### src/rtl/hazard_control_unit.sv
// hazard_control_unit
// Front-end hazard resolution for the 5-stage RV32IM pipeline: load-use
// stalls, multi-cycle MUL/DIV occupancy of EX, data-memory wait freezes and
// taken branch/jump flushes. Drives the advance enables, bubbles and flushes
// of PC, IF/ID, ID/EX and EX/MEM.
// Optional build macro: HAZARD_PERF_CNT_EN adds saturating 32-bit stall and
// flush performance counters; without it PERF_STALLS/PERF_FLUSHES read 0.
module hazard_control_unit #(
  parameter int REG_ADDR_W = 5,
  parameter int MUL_CYCLES = 2,
  parameter int DIV_CYCLES = 33,
  parameter int CNT_W      = $clog2(DIV_CYCLES + 1)
) (
  input  logic                  CLK,
  input  logic                  RESET,
  input  logic [REG_ADDR_W-1:0] ID_RS1,
  input  logic [REG_ADDR_W-1:0] ID_RS2,
  input  logic                  ID_USES_RS1,
  input  logic                  ID_USES_RS2,
  input  logic [REG_ADDR_W-1:0] EX_RD,
  input  logic                  EX_MemRead,
  input  logic                  EX_IS_MDU,
  input  logic                  EX_IS_DIV,
  input  logic                  EX_BRANCH_TAKEN,
  input  logic                  MEM_WAIT,
  output logic                  PCWrite,
  output logic                  IF_ID_Write,
  output logic                  ID_EX_Write,
  output logic                  EX_MEM_Write,
  output logic                  Stall_ID_EX,
  output logic                  Bubble_EX_MEM,
  output logic                  Flush_IF_ID,
  output logic                  MDU_Busy,
  output logic [1:0]            STALL_CAUSE,
  output logic [31:0]           PERF_STALLS,
  output logic [31:0]           PERF_FLUSHES
);

  typedef enum logic {
    IDLE = 1'b0,
    RUN  = 1'b1
  } state_e;

  typedef enum logic [1:0] {
    CAUSE_NONE     = 2'd0,
    CAUSE_MEM_WAIT = 2'd1,
    CAUSE_MDU      = 2'd2,
    CAUSE_LOAD_USE = 2'd3
  } cause_e;

  // An op needs the FSM only when it occupies EX for more than one cycle.
  // The counter is loaded with LAT-2: the first hold cycle is spent in IDLE
  // and the release cycle is spent in RUN with the counter at zero.
  localparam logic             MUL_MULTI = (MUL_CYCLES > 1);
  localparam logic             DIV_MULTI = (DIV_CYCLES > 1);
  localparam logic [CNT_W-1:0] MUL_LOAD  = (MUL_CYCLES > 1) ? CNT_W'(MUL_CYCLES - 2) : '0;
  localparam logic [CNT_W-1:0] DIV_LOAD  = (DIV_CYCLES > 1) ? CNT_W'(DIV_CYCLES - 2) : '0;

  state_e           state_q, state_d;
  logic [CNT_W-1:0] cnt_q, cnt_d;

  logic             lat_multi;
  logic [CNT_W-1:0] lat_load;
  logic             load_use;
  logic             mdu_hold;
  cause_e           cause;

  // Hazard conditions decoded from the current EX/ID contents and FSM state.
  always_comb begin
    lat_multi = EX_IS_DIV ? DIV_MULTI : MUL_MULTI;
    lat_load  = EX_IS_DIV ? DIV_LOAD  : MUL_LOAD;
    // x0 is never a real dependency, and an operand the ID instruction does
    // not read cannot create one.
    load_use  = EX_MemRead && (EX_RD != '0) &&
                ((ID_USES_RS1 && (EX_RD == ID_RS1)) ||
                 (ID_USES_RS2 && (EX_RD == ID_RS2)));
    mdu_hold  = ((state_q == IDLE) && EX_IS_MDU && lat_multi) ||
                ((state_q == RUN)  && (cnt_q != '0));
  end

  // MDU occupancy FSM next state; a memory wait freezes it in place.
  always_comb begin
    // NOTE: every signal assigned in a combinational block gets a default
    // first, so no path leaves it unassigned and no latch is inferred.
    state_d = state_q;
    cnt_d   = cnt_q;
    if (!MEM_WAIT) begin
      unique case (state_q)
        IDLE: begin
          if (EX_IS_MDU && lat_multi) begin
            cnt_d   = lat_load;
            state_d = RUN;
          end
        end
        RUN: begin
          if (cnt_q != '0) begin
            cnt_d = cnt_q - CNT_W'(1);
          end else begin
            // Release cycle: the result advances into EX/MEM now.
            state_d = IDLE;
          end
        end
        default: state_d = IDLE;
      endcase
    end
  end

  // FSM state and occupancy counter registers.
  always_ff @(posedge CLK) begin
    // NOTE: sequential state is updated with non-blocking assignments so every
    // flop samples pre-edge values regardless of statement order.
    if (RESET) begin
      state_q <= IDLE;
      cnt_q   <= '0;
    end else begin
      state_q <= state_d;
      cnt_q   <= cnt_d;
    end
  end

  // Pipeline control decode, highest-priority hazard wins.
  always_comb begin
    PCWrite       = 1'b1;
    IF_ID_Write   = 1'b1;
    ID_EX_Write   = 1'b1;
    EX_MEM_Write  = 1'b1;
    Stall_ID_EX   = 1'b0;
    Bubble_EX_MEM = 1'b0;
    Flush_IF_ID   = 1'b0;
    cause         = CAUSE_NONE;
    if (!RESET) begin
      if (MEM_WAIT) begin
        // Freeze everything; a taken branch in EX is acted on after the wait.
        PCWrite      = 1'b0;
        IF_ID_Write  = 1'b0;
        ID_EX_Write  = 1'b0;
        EX_MEM_Write = 1'b0;
        cause        = CAUSE_MEM_WAIT;
      end else if (mdu_hold) begin
        // The MDU op keeps EX; younger stages hold, EX/MEM sees bubbles.
        PCWrite       = 1'b0;
        IF_ID_Write   = 1'b0;
        ID_EX_Write   = 1'b0;
        Bubble_EX_MEM = 1'b1;
        cause         = CAUSE_MDU;
      end else if (EX_BRANCH_TAKEN) begin
        // The ID instruction is squashed, so any load-use match is moot.
        Flush_IF_ID = 1'b1;
        Stall_ID_EX = 1'b1;
      end else if (load_use) begin
        PCWrite     = 1'b0;
        IF_ID_Write = 1'b0;
        Stall_ID_EX = 1'b1;
        cause       = CAUSE_LOAD_USE;
      end
    end
  end

  assign STALL_CAUSE = cause;
  assign MDU_Busy    = !RESET && (state_q == RUN);

`ifdef HAZARD_PERF_CNT_EN
  logic [31:0] perf_stalls_q;
  logic [31:0] perf_flushes_q;

  // Saturating stall/flush event counters.
  always_ff @(posedge CLK) begin
    // NOTE: counters are control state and are cleared by reset; nothing
    // here is a storage array that could be left unreset.
    if (RESET) begin
      perf_stalls_q  <= '0;
      perf_flushes_q <= '0;
    end else begin
      if ((cause != CAUSE_NONE) && (perf_stalls_q != 32'hFFFF_FFFF)) begin
        perf_stalls_q <= perf_stalls_q + 32'd1;
      end
      if (Flush_IF_ID && (perf_flushes_q != 32'hFFFF_FFFF)) begin
        perf_flushes_q <= perf_flushes_q + 32'd1;
      end
    end
  end

  assign PERF_STALLS  = perf_stalls_q;
  assign PERF_FLUSHES = perf_flushes_q;
`else
  assign PERF_STALLS  = 32'd0;
  assign PERF_FLUSHES = 32'd0;
`endif

endmodule

### config.mk
export PLATFORM = sky130hd
export DESIGN_NAME = hazard_control_unit
export DESIGN_NICKNAME = d
export VERILOG_FILES = /design/src/rtl/hazard_control_unit.sv
export SDC_FILE = /design/constraint.sdc
export NUM_CORES = 1
export LEC_CHECK = 0
export ABC_AREA = 1
export ABC_CLOCK_PERIOD_IN_PS = 1500
export CAP_MARGIN = 10
export CELL_PAD_IN_SITES_DETAIL_PLACEMENT = 1
export CELL_PAD_IN_SITES_GLOBAL_PLACEMENT = 2
export CORE_MARGIN = 2
export CORE_UTILIZATION = 14
export CTS_CLUSTER_DIAMETER = 100
export CTS_CLUSTER_SIZE = 14
export DETAILED_ROUTE_END_ITERATION = 6
export MAX_ROUTING_LAYER = met4
export PLACE_DENSITY_LB_ADDON = 0.1
export SLEW_MARGIN = 15
export SYNTH_ARGS = -nofsm -noshare
export SYNTH_HDL_FRONTEND = slang
export SYNTH_SLANG_ARGS = --single-unit
### constraint.sdc
create_clock -name CLK -period 1.5 [get_ports CLK]
set_input_delay 0.15 -clock CLK [delete_from_list [all_inputs] [get_ports CLK]]
set_output_delay 0.15 -clock CLK [all_outputs]
set_load 0.005 [all_outputs]
==> impl_metrics.json, run 1 <==
{
  "synth_top_area_cell": "buf_4",
  "hold_path.class": "in2reg",
  "antenna_left": 0,
  "vias_per_cell": 3.162,
  "hold_violations": 0,
  "route.detailed.wl_per_inst_um": 9.120,
  "clkLatencyLatePin_ns": 0.23,
  "max_freq_ghz": 0.6746,
  "top_layer_used": "met4",
  "max-vdd-ir-drop_mv": 0.2169,
  "synth_cells": 194,
  "path_class": "reg2out",
  "finalSetupTns_ns": 0,
  "fin_skew_ns": 0.0003799,
  "power_density_mw_per_mm2": 538.7,
  "drv_slew": 0,
  "crit_fanout": 3,
  "drv_cap": 0,
  "cp.required_ns": 1.35,
  "drc": 0,
  "critPathArrivalTime_ns": 1.33,
  "grt_max_degree": 8,
  "nets": 281,
  "setup.worst_path.start_class": "register",
  "grt_antenna_before_repair": 0,
  "cts.sinks": 7,
  "fillers": 1047,
  "die_area_mm2": 0.009225,
  "setup_viol": 0,
  "h-tree-depth": 1,
  "numCtsBuffers": 3,
  "layout-drive-gt1-share_pct": 29.53,
  "pre_cts_slack_ns": -0.6759,
  "first_iter_violations": 40,
  "finalCritPeriodShare_pct": 98.82,
  "wl_um": 3274,
  "status": "complete, no violations",
  "first_global_vias": 1057,
  "die_h_um": 96.05,
  "synth_warnings": 0,
  "grt_pass1_wl_um": 4988,
  "firstDrtPassIters": 4,
  "ys_types": 21,
  "whs_ns": 0.5052,
  "seqCellArea_um2": 142.6,
  "core_area_mm2": 0.008217,
  "leakage_nw": 0.9396,
  "antennaDiodeCount": 0,
  "overflow": 0,
  "ios": 98,
  "grt_usage_pct": 7.134,
  "yosysSeqAreaShare_pct": 11.81,
  "gp_congestion": 0.7339,
  "synth.top_cell.area_share_pct": 41.14,
  "synthTopCellsByArea": "buf_4 41%, nand2_1 14%, dfxtp_1 12%, inv_1 7.6%, nor2_1 5.1%",
  "area_growth_pct": 43.57,
  "ys_ff_latch": 7,
  "post-dp-hpwl_um": 2811,
  "power.total_mw": 0.9174,
  "wl_met1_um": 1426,
  "rows": 33,
  "clk_pin_slew_ns": 0.04,
  "num_vias": 1135,
  "rsz0062_at_grt": "yes",
  "io_buffers": 33,
  "fp.dieW_um": 96.05,
  "wl_met2_um": 1514,
  "multi_input_area_um2": 803.3,
  "worstSetupEndpointType": "output pin",
  "start_util_pct": 14.44,
  "avgSynthCellArea_um2": 6.114,
  "cts_tree": "done",
  "clk_path_buf_depth": 2,
  "synth_area_mm2": 0.001186,
  "worst_slack_ns": 0.01765,
  "wl_met3_um": 284,
  "post-route-min-period_ns": 1.482,
  "cts_root_buf": "clkbuf_8"
}
## per-stage QoR
stage | area [um^2] | instances | utilization (%)
global route | 1703 | 359 | 20.72
floorplan | 1423 | 257 | -
finish | 1703 | 359 | 20.72
detailed placement | 1554 | 351 | 18.91
CTS | 1655 | 359 | 20.15
global placement | 1554 | 351 | 18.91
## cell type report
type | count | area share, %
clock buffers | 4 | 2.645
inverters | 27 | 6.098
multi-input cells | 158 | 47.17
flip-flops and latches | 7 | 8.376
well taps | 105 | 7.715
repair buffers | 58 | 27.99
## critical path, stage by stage, from the launching register on
cell,delay [ns]
dfxtp_1,0.30
inv_2,0.07
ha_4,0.14
nand4_4,0.12
nand2_2,0.09
buf_6,0.10
nand3_4,0.06
a21oi_2,0.10
buf_2,0.13
## registers in the layout, indices dropped and copies added (netlist names)
name	flops
state_q	1
cnt_q	6
## timing repair
item,CTS,global route
pin swaps,16,5
hold buffers,0,0
gates resized for setup,76,16
setup endpoints to repair,10,12
setup buffers,4,1
## cells by family (layout without fill, tap and decap cells)
family                     after synthesis  count (layout)  share of synthesized area (%)
buffers and inverters                   92              89                          49.68
and+or+nand+nor                         73              73                          26.58
AOI/OAI and AO/OA                       16              16                          7.278
DFF                                      7               7                          11.81
xor gates and xnor gates                 3               3                          2.216
adders and majority gates                2               2                          2.109
other                                    1              64                         0.3162
## cell usage after synthesis (all sizes together)
| cell type | count |
|---|---|
| nand2 | 44 |
| nand3 | 8 |
| ha | 2 |
| a21oi | 4 |
| dfxtp | 7 |
| inv | 27 |
| nand4 | 3 |
| o21ai | 10 |
| or2 | 1 |
| nor2 | 17 |
| xor2 | 3 |
| conb | 1 |
| o22ai | 2 |
| buf | 65 |
## routing by layer
layer	track usage [%]	vias up
met5	-	-
met4	1.548	0
met3	1.331	4
met2	11.28	64
met1	9.454	485
li1	-	582
## path summary, 6_finish.rpt
path	slack [ns]	cells after the start	startpoint	endpoint
worst max-delay path	0.02	8	cnt_q[1]$_SDFFE_PP0P_	Stall_ID_EX
worst min-delay path	0.51	5	RESET	cnt_q[5]$_SDFFE_PP0P_
worst max register to register	0.11	8	cnt_q[0]$_SDFFE_PP0P_	cnt_q[4]$_SDFFE_PP0P_
worst min register to register	0.56	3	cnt_q[0]$_SDFFE_PP0P_	cnt_q[0]$_SDFFE_PP0P_
## cells in the final DEF (no fill, tap or decap), drive strengths merged, types with 2 or more instances in the layout
cell type      instances
conb                  64
a21oi                  4
xor2                   3
nor2                  17
dlygate4sd2           16
clkbuf                 4
nand2                 44
buf                   33
o22ai                  2
o21ai                 10
ha                     2
inv                   27
nand4                  3
nand3                  8
clkdlybuf4s50          7
dfxtp                  7
## report_power, final
part,internal (mW),switching (mW)
Combinational,0.197,0.237
Clock,0.184,0.0834
Sequential,0.205,0.0110
Total,0.586,0.331
(Power assumes the default switching activity.)
==> run 2, diff against run 1 <==
--- a/config.mk
+++ b/config.mk
@@ -10,7 +10,7 @@
 export CAP_MARGIN = 10
 export CELL_PAD_IN_SITES_DETAIL_PLACEMENT = 1
 export CELL_PAD_IN_SITES_GLOBAL_PLACEMENT = 2
-export CORE_MARGIN = 2
+export CORE_MARGIN = 4
 export CORE_UTILIZATION = 14
 export CTS_CLUSTER_DIAMETER = 100
 export CTS_CLUSTER_SIZE = 14
==> run 2 against run 1 <==
Net effect:
- the flow now finishes with violations (negative setup slack)
- critical path depth unchanged
- worst setup slack worse by 0.061 ns
- maximum frequency fell by 3.9%
- global-route usage decreased by 0.47 points
- critical path type unchanged
==> impl_metrics.json, run 2 (same netlist as run 1, synthesis figures left out) <==
{
  "grt_usage_pct": 6.662,
  "numCtsBuffers": 3,
  "finalSetupTns_ns": -0.06664,
  "ios": 98,
  "busiest_layer": "met2",
  "drc": 0,
  "p_int_mw": 0.5914,
  "rr_worst_depth": 10,
  "leakage_nw": 0.9428,
  "grt_pass1_wl_um": 5188,
  "crit_slowest_cell": "dfxtp_2",
  "clk_pin_slew_ns": 0.04,
  "rsz0062_at_grt": "yes",
  "antennaDiodeCount": 0,
  "worst_hold_path.endpoint": "cnt_q[5]$_SDFFE_PP0P_",
  "hold_path.class": "in2reg",
  "grt_use_met1_pct": 8.379,
  "cts_hold_buf": 0,
  "wl_um": 3429,
  "core_area_mm2": 0.008217,
  "post-route-min-period_ns": 1.543,
  "rr_startpoint": "cnt_q[0]$_SDFFE_PP0P_",
  "hold_path.startpoint": "RESET",
  "vias_per_cell": 3.142,
  "p_sw_mw": 0.3340,
  "crit_fanout": 3,
  "final_common_cell": "conb_1",
  "r2r_slack_ns": 0.11,
  "max-vdd-ir-drop_mv": 0.1989,
  "firstDrtPassIters": 4,
  "grtUsageMet3_pct": 1.668,
  "worstSetupEndpointType": "output pin",
  "setup_viol": 3,
  "failed_checks": "negative setup slack",
  "power_density_mw_per_mm2": 544.6,
  "grt_max_degree": 8,
  "fin_skew_ns": 0.006577,
  "reg2reg_to": "cnt_q[4]$_SDFFE_PP0P_",
  "pwr-share-comb_pct": 47.2,
  "p_clk_share_pct": 29.4,
  "regMostFlops": "cnt_q",
  "critPathMaxStageDelay_ns": 0.31,
  "layout-drive-gt1-share_pct": 27.45,
  "max_freq_ghz": 0.6481,
  "final_cell_mix": "64 x conb_1, 37 x nand2_1, 23 x buf_4",
  "clk_path_buf_depth": 2,
  "first_global_vias": 1127,
  "worst_slack_ns": -0.04299,
  "cts_root_buf": "clkbuf_8",
  "gp_congestion": 0.6733,
  "die_area_mm2": 0.01001,
  "start_util_pct": 14.44,
  "io_buffers": 33,
  "die_h_um": 100.0,
  "seq_power_share_pct": 23.4,
  "antenna_left": 0,
  "overflow": 0,
  "status": "complete, but fails checks",
  "h-tree-depth": 1,
  "whs_path_depth": 5,
  "grtUsageMet2_pct": 11.08,
  "cts_tree": "done",
  "finalCritPeriodShare_pct": 102.9,
  "nets": 282,
  "utilization_pct": 20.68,
  "num_vias": 1131,
  "first_iter_violations": 25,
  "cp.required_ns": 1.35,
  "rows": 33,
  "route.detailed.wl_per_inst_um": 9.525,
  "clkLatencyLatePin_ns": 0.23,
  "area_growth_pct": 43.25,
  "grt_antenna_before_repair": 0,
  "switching_share_pct": 36.09,
  "largest_reg_flops": 6,
  "timing.critical_path.cells": "inv_2, ha_4, nand4_4, buf_6, nand4_1, buf_4, o21ai_2, buf_2",
  "critPathArrivalTime_ns": 1.39,
  "path_class": "reg2out",
  "setup.worst_path.start_class": "register",
  "fp.dieW_um": 100.0,
  "post-dp-hpwl_um": 2963,
  "whs_ns": 0.4759,
  "drv_cap": 0,
  "drv_slew": 0,
  "hold_violations": 0,
  "reg.largest.list": "cnt_q (6), state_q (1)",
  "cts.sinks": 7
}
[run 2: how the worst max path moves through the flow]
stage	start	endpoint	cells past startpoint
2_1_floorplan	cnt_q[0]$_SDFFE_PP0P_	PCWrite	9
5_1_grt	cnt_q[0]$_SDFFE_PP0P_	STALL_CAUSE[1]	8
4_1_cts	state_q$_SDFFE_PP0N_	STALL_CAUSE[1]	8
3_3_place_gp	EX_RD[3]	STALL_CAUSE[0]	10
6_report	cnt_q[0]$_SDFFE_PP0P_	STALL_CAUSE[1]	8
3_5_place_dp	EX_RD[3]	STALL_CAUSE[1]	10
[run 2: critical path: cells and delay by family (launching register included)]
family | cells | cell delay (ns)
compound gates | 1 | 0.04
flops | 1 | 0.31
simple gates | 2 | 0.21
fa+ha+maj | 1 | 0.14
buf+inv | 4 | 0.46
[run 2: what timing repair did]
item                                    4_1_cts  5_1_grt
gates resized for setup                      76       17
pin swaps                                    21        7
setup buffers                                 5        2
hold endpoints to repair                      0        0
endpoints found under the setup margin       10       11
[run 2: through the flow]
stage                     power [mW]  setup slack, ns  area (um^2)  cells
after CTS                     0.9137         -0.08434         1645    359
final                         0.9254         -0.04299         1699    360
after detailed placement      0.6118          -0.6555         1546    350
after floorplan               0.5299           0.2393         1423    257
after global routing           1.012          -0.1207         1699    360
after global placement        0.6184          -0.6740         1546    350
[run 2: final cells by class]
type / instances / area, um^2
flip-flops and latches: 7 / 143.9
inverters: 27 / 103.9
repair buffers: 59 / 494.2
clock buffers: 4 / 45.04
multi-input cells: 158 / 780.7
fillers: 1057 / 6518
well taps: 105 / 131.4
[run 2: metal layers]
metal	vias to the layer above	part of all wire [%]	wire length (um)
met4	0	0	0
li1	585	-	-
met3	0	8.7	298
met2	60	47	1620
met5	-	0	0
met1	486	44	1511
[run 2: power by group through the flow]
stage | combinational [mW] | sequential [mW] | clock [mW]
detailed placement | 0.395 | 0.216 | 0
CTS | 0.413 | 0.217 | 0.284
global route | 0.495 | 0.219 | 0.298
global placement | 0.402 | 0.216 | 0
finish | 0.436 | 0.217 | 0.272
floorplan | 0.314 | 0.216 | 0
==> run 3, diff against run 2 <==
--- a/config.mk
+++ b/config.mk
@@ -10,6 +10,7 @@
 export CAP_MARGIN = 10
 export CELL_PAD_IN_SITES_DETAIL_PLACEMENT = 1
 export CELL_PAD_IN_SITES_GLOBAL_PLACEMENT = 2
+export CORE_ASPECT_RATIO = 0.9
 export CORE_MARGIN = 4
 export CORE_UTILIZATION = 14
 export CTS_CLUSTER_DIAMETER = 100
==> run 3 against run 2 <==
Net effect:
- the flow now finishes without violations
- flip-flop and latch count did not move
- combinational power fell by 3%
- via count down 1.1%
- non-clock buffer count up 1
- register-to-register slack gained 0.03 ns
- die area hardly changed
- first-iteration DRC count grew 8.0%
- worst hold slack better by 0.0022 ns
- maximum frequency rose by 3.7%
- global-route usage shrank 0.26 points
- critical path type unchanged
==> impl_metrics.json, run 3 (same netlist as run 1, synthesis figures left out) <==
{
  "status": "complete, no violations",
  "final_common_cell": "conb_1",
  "worstSetupEndpointType": "output pin",
  "first_global_vias": 1050,
  "grt_max_degree": 8,
  "drv_cap": 0,
  "drv_slew": 0,
  "whs_ns": 0.4781,
  "layout-drive-gt1-share_pct": 28.91,
  "rows": 31,
  "path_class": "reg2out",
  "reg.largest.list": "cnt_q (6), state_q (1)",
  "dp.cells": 346,
  "ios": 98,
  "max_freq_ghz": 0.6719,
  "worst_slack_ns": 0.01168,
  "pre_cts_slack_ns": -0.6621,
  "stdcell_count": 355,
  "gp_congestion": 0.7254,
  "first_iter_violations": 27,
  "r2r_slack_ns": 0.14,
  "cts_tree": "done",
  "antennaDiodeCount": 0,
  "start_util_pct": 14.56,
  "vias_per_cell": 3.152,
  "clkLatencyLatePin_ns": 0.23,
  "hold_path.class": "in2reg",
  "firstDrtPassIters": 3,
  "post-route-min-period_ns": 1.488,
  "max-vdd-ir-drop_mv": 0.2070,
  "post-dp-hpwl_um": 2909,
  "clk_pin_slew_ns": 0.05,
  "hold_violations": 0,
  "route.detailed.wl_per_inst_um": 9.234,
  "overflow": 0,
  "fin_skew_ns": 0.002805,
  "setup.worst_path.start_class": "register",
  "fillers": 1025,
  "cts.sinks": 7,
  "clk_path_buf_depth": 2,
  "utilization_pct": 20.65,
  "numCtsBuffers": 3,
  "grt_pass1_wl_um": 5106,
  "setup_viol": 0,
  "seqCellArea_um2": 143.9,
  "largest_reg_flops": 6,
  "critPathArrivalTime_ns": 1.34,
  "rsz0062_at_grt": "yes",
  "finalCritPeriodShare_pct": 99.22,
  "grt_usage_pct": 6.401,
  "regMostFlops": "cnt_q",
  "cts_hold_buf": 0,
  "wl_um": 3278,
  "die_area_mm2": 0.01001,
  "power.total_mw": 0.9219,
  "power_density_mw_per_mm2": 548.2,
  "drc": 0,
  "final_cell_mix": "64 x conb_1, 38 x nand2_1, 25 x buf_4",
  "antenna_left": 0,
  "h-tree-depth": 1,
  "grt_antenna_before_repair": 0,
  "cts_root_buf": "clkbuf_8",
  "die_h_um": 95.32,
  "nets": 283,
  "finalSetupTns_ns": 0,
  "io_buffers": 33,
  "core_area_mm2": 0.008145,
  "crit_fanout": 3,
  "cp.required_ns": 1.35,
  "final_area_mm2": 0.001682,
  "fp.dieW_um": 105.0,
  "placed_area_mm2": 0.001554,
  "leakage_nw": 0.9573,
  "multi_input_area_um2": 782.0,
  "num_vias": 1119,
  "area_growth_pct": 41.77
}
==> run 3: changes by cell type in the layout (fill, tap and decap cells not counted), sizes merged <==
cell           delta
dlymetal6s2s      +2
clkdlybuf4s15     -2
clkbuf            +3
buf               +1
dlygate4sd2       -3
==> run 3: where the power goes <==
| part | switching [mW] | internal (mW) |
|---|---|---|
| Combinational | 0.227 | 0.198 |
| Clock | 0.0950 | 0.185 |
| Sequential | 0.0123 | 0.205 |
| Total | 0.334 | 0.588 |
==> run 3: final timing paths <==
path         cells past startpoint                  start                    end
max                              8  cnt_q[1]$_SDFFE_PP0P_         STALL_CAUSE[0]
min                              5                  RESET  cnt_q[5]$_SDFFE_PP0P_
max reg2reg                      8  cnt_q[0]$_SDFFE_PP0P_  cnt_q[2]$_SDFFE_PP0P_
min reg2reg                      3  cnt_q[0]$_SDFFE_PP0P_  cnt_q[0]$_SDFFE_PP0P_
==> run 3: worst max-delay path, stage by stage (launching register included) <==
cell and delay (ns):
dfxtp_2 0.31, inv_2 0.07, ha_4 0.14, nand4_4 0.12, buf_6 0.14, nand3_4 0.06
nand2_4 0.05, a21oi_2 0.09, buf_2 0.12
==> run 3: layer usage <==
| metal | vias up | GRT usage (%) | wire length [um] |
|---|---|---|---|
| met5 | - | - | 0 |
| met4 | 0 | 0.3279 | 0 |
| met3 | 0 | 1.693 | 299 |
| met2 | 63 | 9.936 | 1451 |
| met1 | 473 | 8.789 | 1527 |
| li1 | 583 | - | - |
==> run 3: final cells by class <==
cell class	instances	area share, %
clock buffer	4	2.679
sequential	7	8.557
timing repair buffer	60	28.87
inverter	27	6.027
tap	99	7.366
multi-input combinational	158	46.50
==> run 3: timing repair <==
action | in CTS | in global routing
pin swaps | 17 | 17
setup buffers | 5 | 1
setup endpoints to repair | 10 | 9
resized for setup | 70 | 23
==> edit, RTL diff (config.mk and constraints of run 3) <==
Change the parameter `REG_ADDR_W` from 5 to 6.
--- a/src/rtl/hazard_control_unit.sv
+++ b/src/rtl/hazard_control_unit.sv
@@ -6,7 +6,7 @@
 // Optional build macro: HAZARD_PERF_CNT_EN adds saturating 32-bit stall and
 // flush performance counters; without it PERF_STALLS/PERF_FLUSHES read 0.
 module hazard_control_unit #(
-  parameter int REG_ADDR_W = 5,
+  parameter int REG_ADDR_W = 6,
   parameter int MUL_CYCLES = 2,
   parameter int DIV_CYCLES = 33,
   parameter int CNT_W      = $clog2(DIV_CYCLES + 1)
Ports: changed (resized EX_RD, ID_RS1 and ID_RS2); port bits go from 98 to 101. No check against the original RTL was run, so the function may have changed too.
==> edit against run 3 <==
  * The flow now finishes with violations (negative setup slack)
  * Power rose by 6.4%
  * Design area rose by 12%
  * Largest cell class unchanged
  * Global-route usage rose by 0.51 points
  * Worst setup slack got worse by 86 ps
  * Sequential share of layout area fell by 0.89 points
  * Sequential cell count did not move
  * Wire length rose by 13%
  * Register-to-register slack got worse by 110 ps
  * Synthesized cell count fell by 0.52%
  * Non-clock buffer count rose by 7
  * Synthesized area rose by 2.8%
==> edit: results (changes against run 3) <==
status=finished, violations left (was complete, no violations); failing checks=negative setup slack; worst hold path stage count=3 (was 5); R2R depth=9 (was 8); initial drt markers=33 (was 27); FILL cells=1095 (was 1025); worst vdd ir=0.0002453 V (was 0.0002070 V); post-synthesis sequential area ratio=0.1149 (was 0.1181); total negative slack=-380.2 ps (was 0 ps); Clock Skews=5.725 ps (was 2.805 ps); setup violators final=8 (was 0); dominant synthesized flop cell=dfxtp_1 (unchanged); layout cells sized above 1=0.3130 (was 0.2891); CTS max path bufs=2 (unchanged); crit path to=STALL_CAUSE[1] (was STALL_CAUSE[0]); Yosys cell types=23 (was 21); fin worst setup slack=-74.42 ps (was 11.68 ps); synth top area cells=buf_4 40%, nand2_1 12%, dfxtp_1 11% (was buf_4 41%, nand2_1 14%, dfxtp_1 12%); flops & latches, synth=7 (unchanged); Setup CP Type=register to output port (unchanged); per-cell routed wire length=9.745 um (was 9.234 um); Routability Congestion=0.6678 (was 0.7254); clock buffer count from CTS=3 (unchanged); first-pass GRT wire length=5409 um (was 5106 um); vias in the first global route=1103 (was 1050); DPL Wire Length=3221 um (was 2909 um); Lkg Pwr=0.9820 nW (was 0.9573 nW); DR vias/cell=3.079 (was 3.152); Inst Count DP=369 (was 346); gr usage total=0.06913 (was 0.06401); Reg-to-Reg Start=cnt_q[0] (unchanged); largest net degree at the start of global routing=8 (unchanged); port buffer count=36 (was 33); Gate Count Post-Synth=193 (was 194); ys async rst share=0 (unchanged); Synth top cells by count=65 x buf_4, 39 x nand2_1, 24 x inv_1 (was 65 x buf_4, 43 x nand2_1, 24 x inv_1); R2R setup slack=30 ps (was 140 ps); Synth warnings=0 (unchanged); largest registers=cnt_q: 6 flops, state_q: 1 flops (unchanged); Final nets=292 (was 283); Worst-path clk slew=50 ps (about the same); initial antenna violation count=0 (unchanged); routed wire length=3713 um (was 3278 um)
edit: layout make-up:
class | count | area share
repair buffers | 67 | 0.3167
multi-input cells | 156 | 0.4460
well taps | 119 | 0.07933
clock buffers | 4 | 0.02400
flip-flops and latches | 7 | 0.07667
inverters | 28 | 0.05733
edit: worst min-delay path by stage:
stage             start        to  slack, ps
2_1_floorplan     RESET  MDU_Busy        330
3_3_place_gp   cnt_q[0]  cnt_q[0]        560
3_5_place_dp   cnt_q[0]  cnt_q[0]        570
4_1_cts        MEM_WAIT   state_q        540
5_1_grt        MEM_WAIT   state_q        560
6_report       MEM_WAIT   state_q        530
edit: cell families (layout without fill, tap and decap cells):
family,count (synthesis),count (layout),synth area share
AO/OA/AOI/OAI,20,20,0.09333
XOR/XNOR,6,6,0.04308
adder cells (fa/ha/maj),2,2,0.02051
buffers and inverters,93,99,0.4862
flip-flops,7,7,0.1149
other,1,64,0.003074
AND/OR/NAND/NOR,64,64,0.2390
edit: critical path, cell delays in order, from the launching register on:
cell and delay, ps:
dfxtp_2 310, inv_2 70, ha_4 140, nand4_4 150
buf_12 160, nand4_4 70, buf_6 110, o21ai_2 40
buf_2 120
edit: per-stage QoR:
stage / worst slack, ps / cell area [um2] / hold WS (ps)
2_1_floorplan: 222.2 / 1456 / 331.1
3_3_place_gp: -735.5 / 1663 / 558.7
3_5_place_dp: -723.0 / 1663 / 567.1
4_1_cts: -98.16 / 1794 / 538.0
5_1_grt: -142.1 / 1877 / 559.4
6_report: -74.42 / 1877 / 534.9
edit: timing repair:
| action | CTS | global route |
|---|---|---|
| gates resized for setup | 88 | 16 |
| endpoints found under the setup margin | 10 | 9 |
| pin swaps | 23 | 7 |
| buffers inserted | 7 | 2 |
edit: report_power, final:
part	total (mW)	switching, mW	internal (mW)
clock network	0.279	0.0939	0.185
logic	0.486	0.246	0.239
registers	0.217	0.0117	0.205
edit: metal layers:
metal / up-vias / share of wire / global-route usage
li1: 598 / - / -
met1: 520 / 0.45 / 0.08711
met2: 53 / 0.47 / 0.1176
met3: 2 / 0.070 / 0.01262
met4: 0 / 0.0078 / 0.01294
met5: - / 0 / -
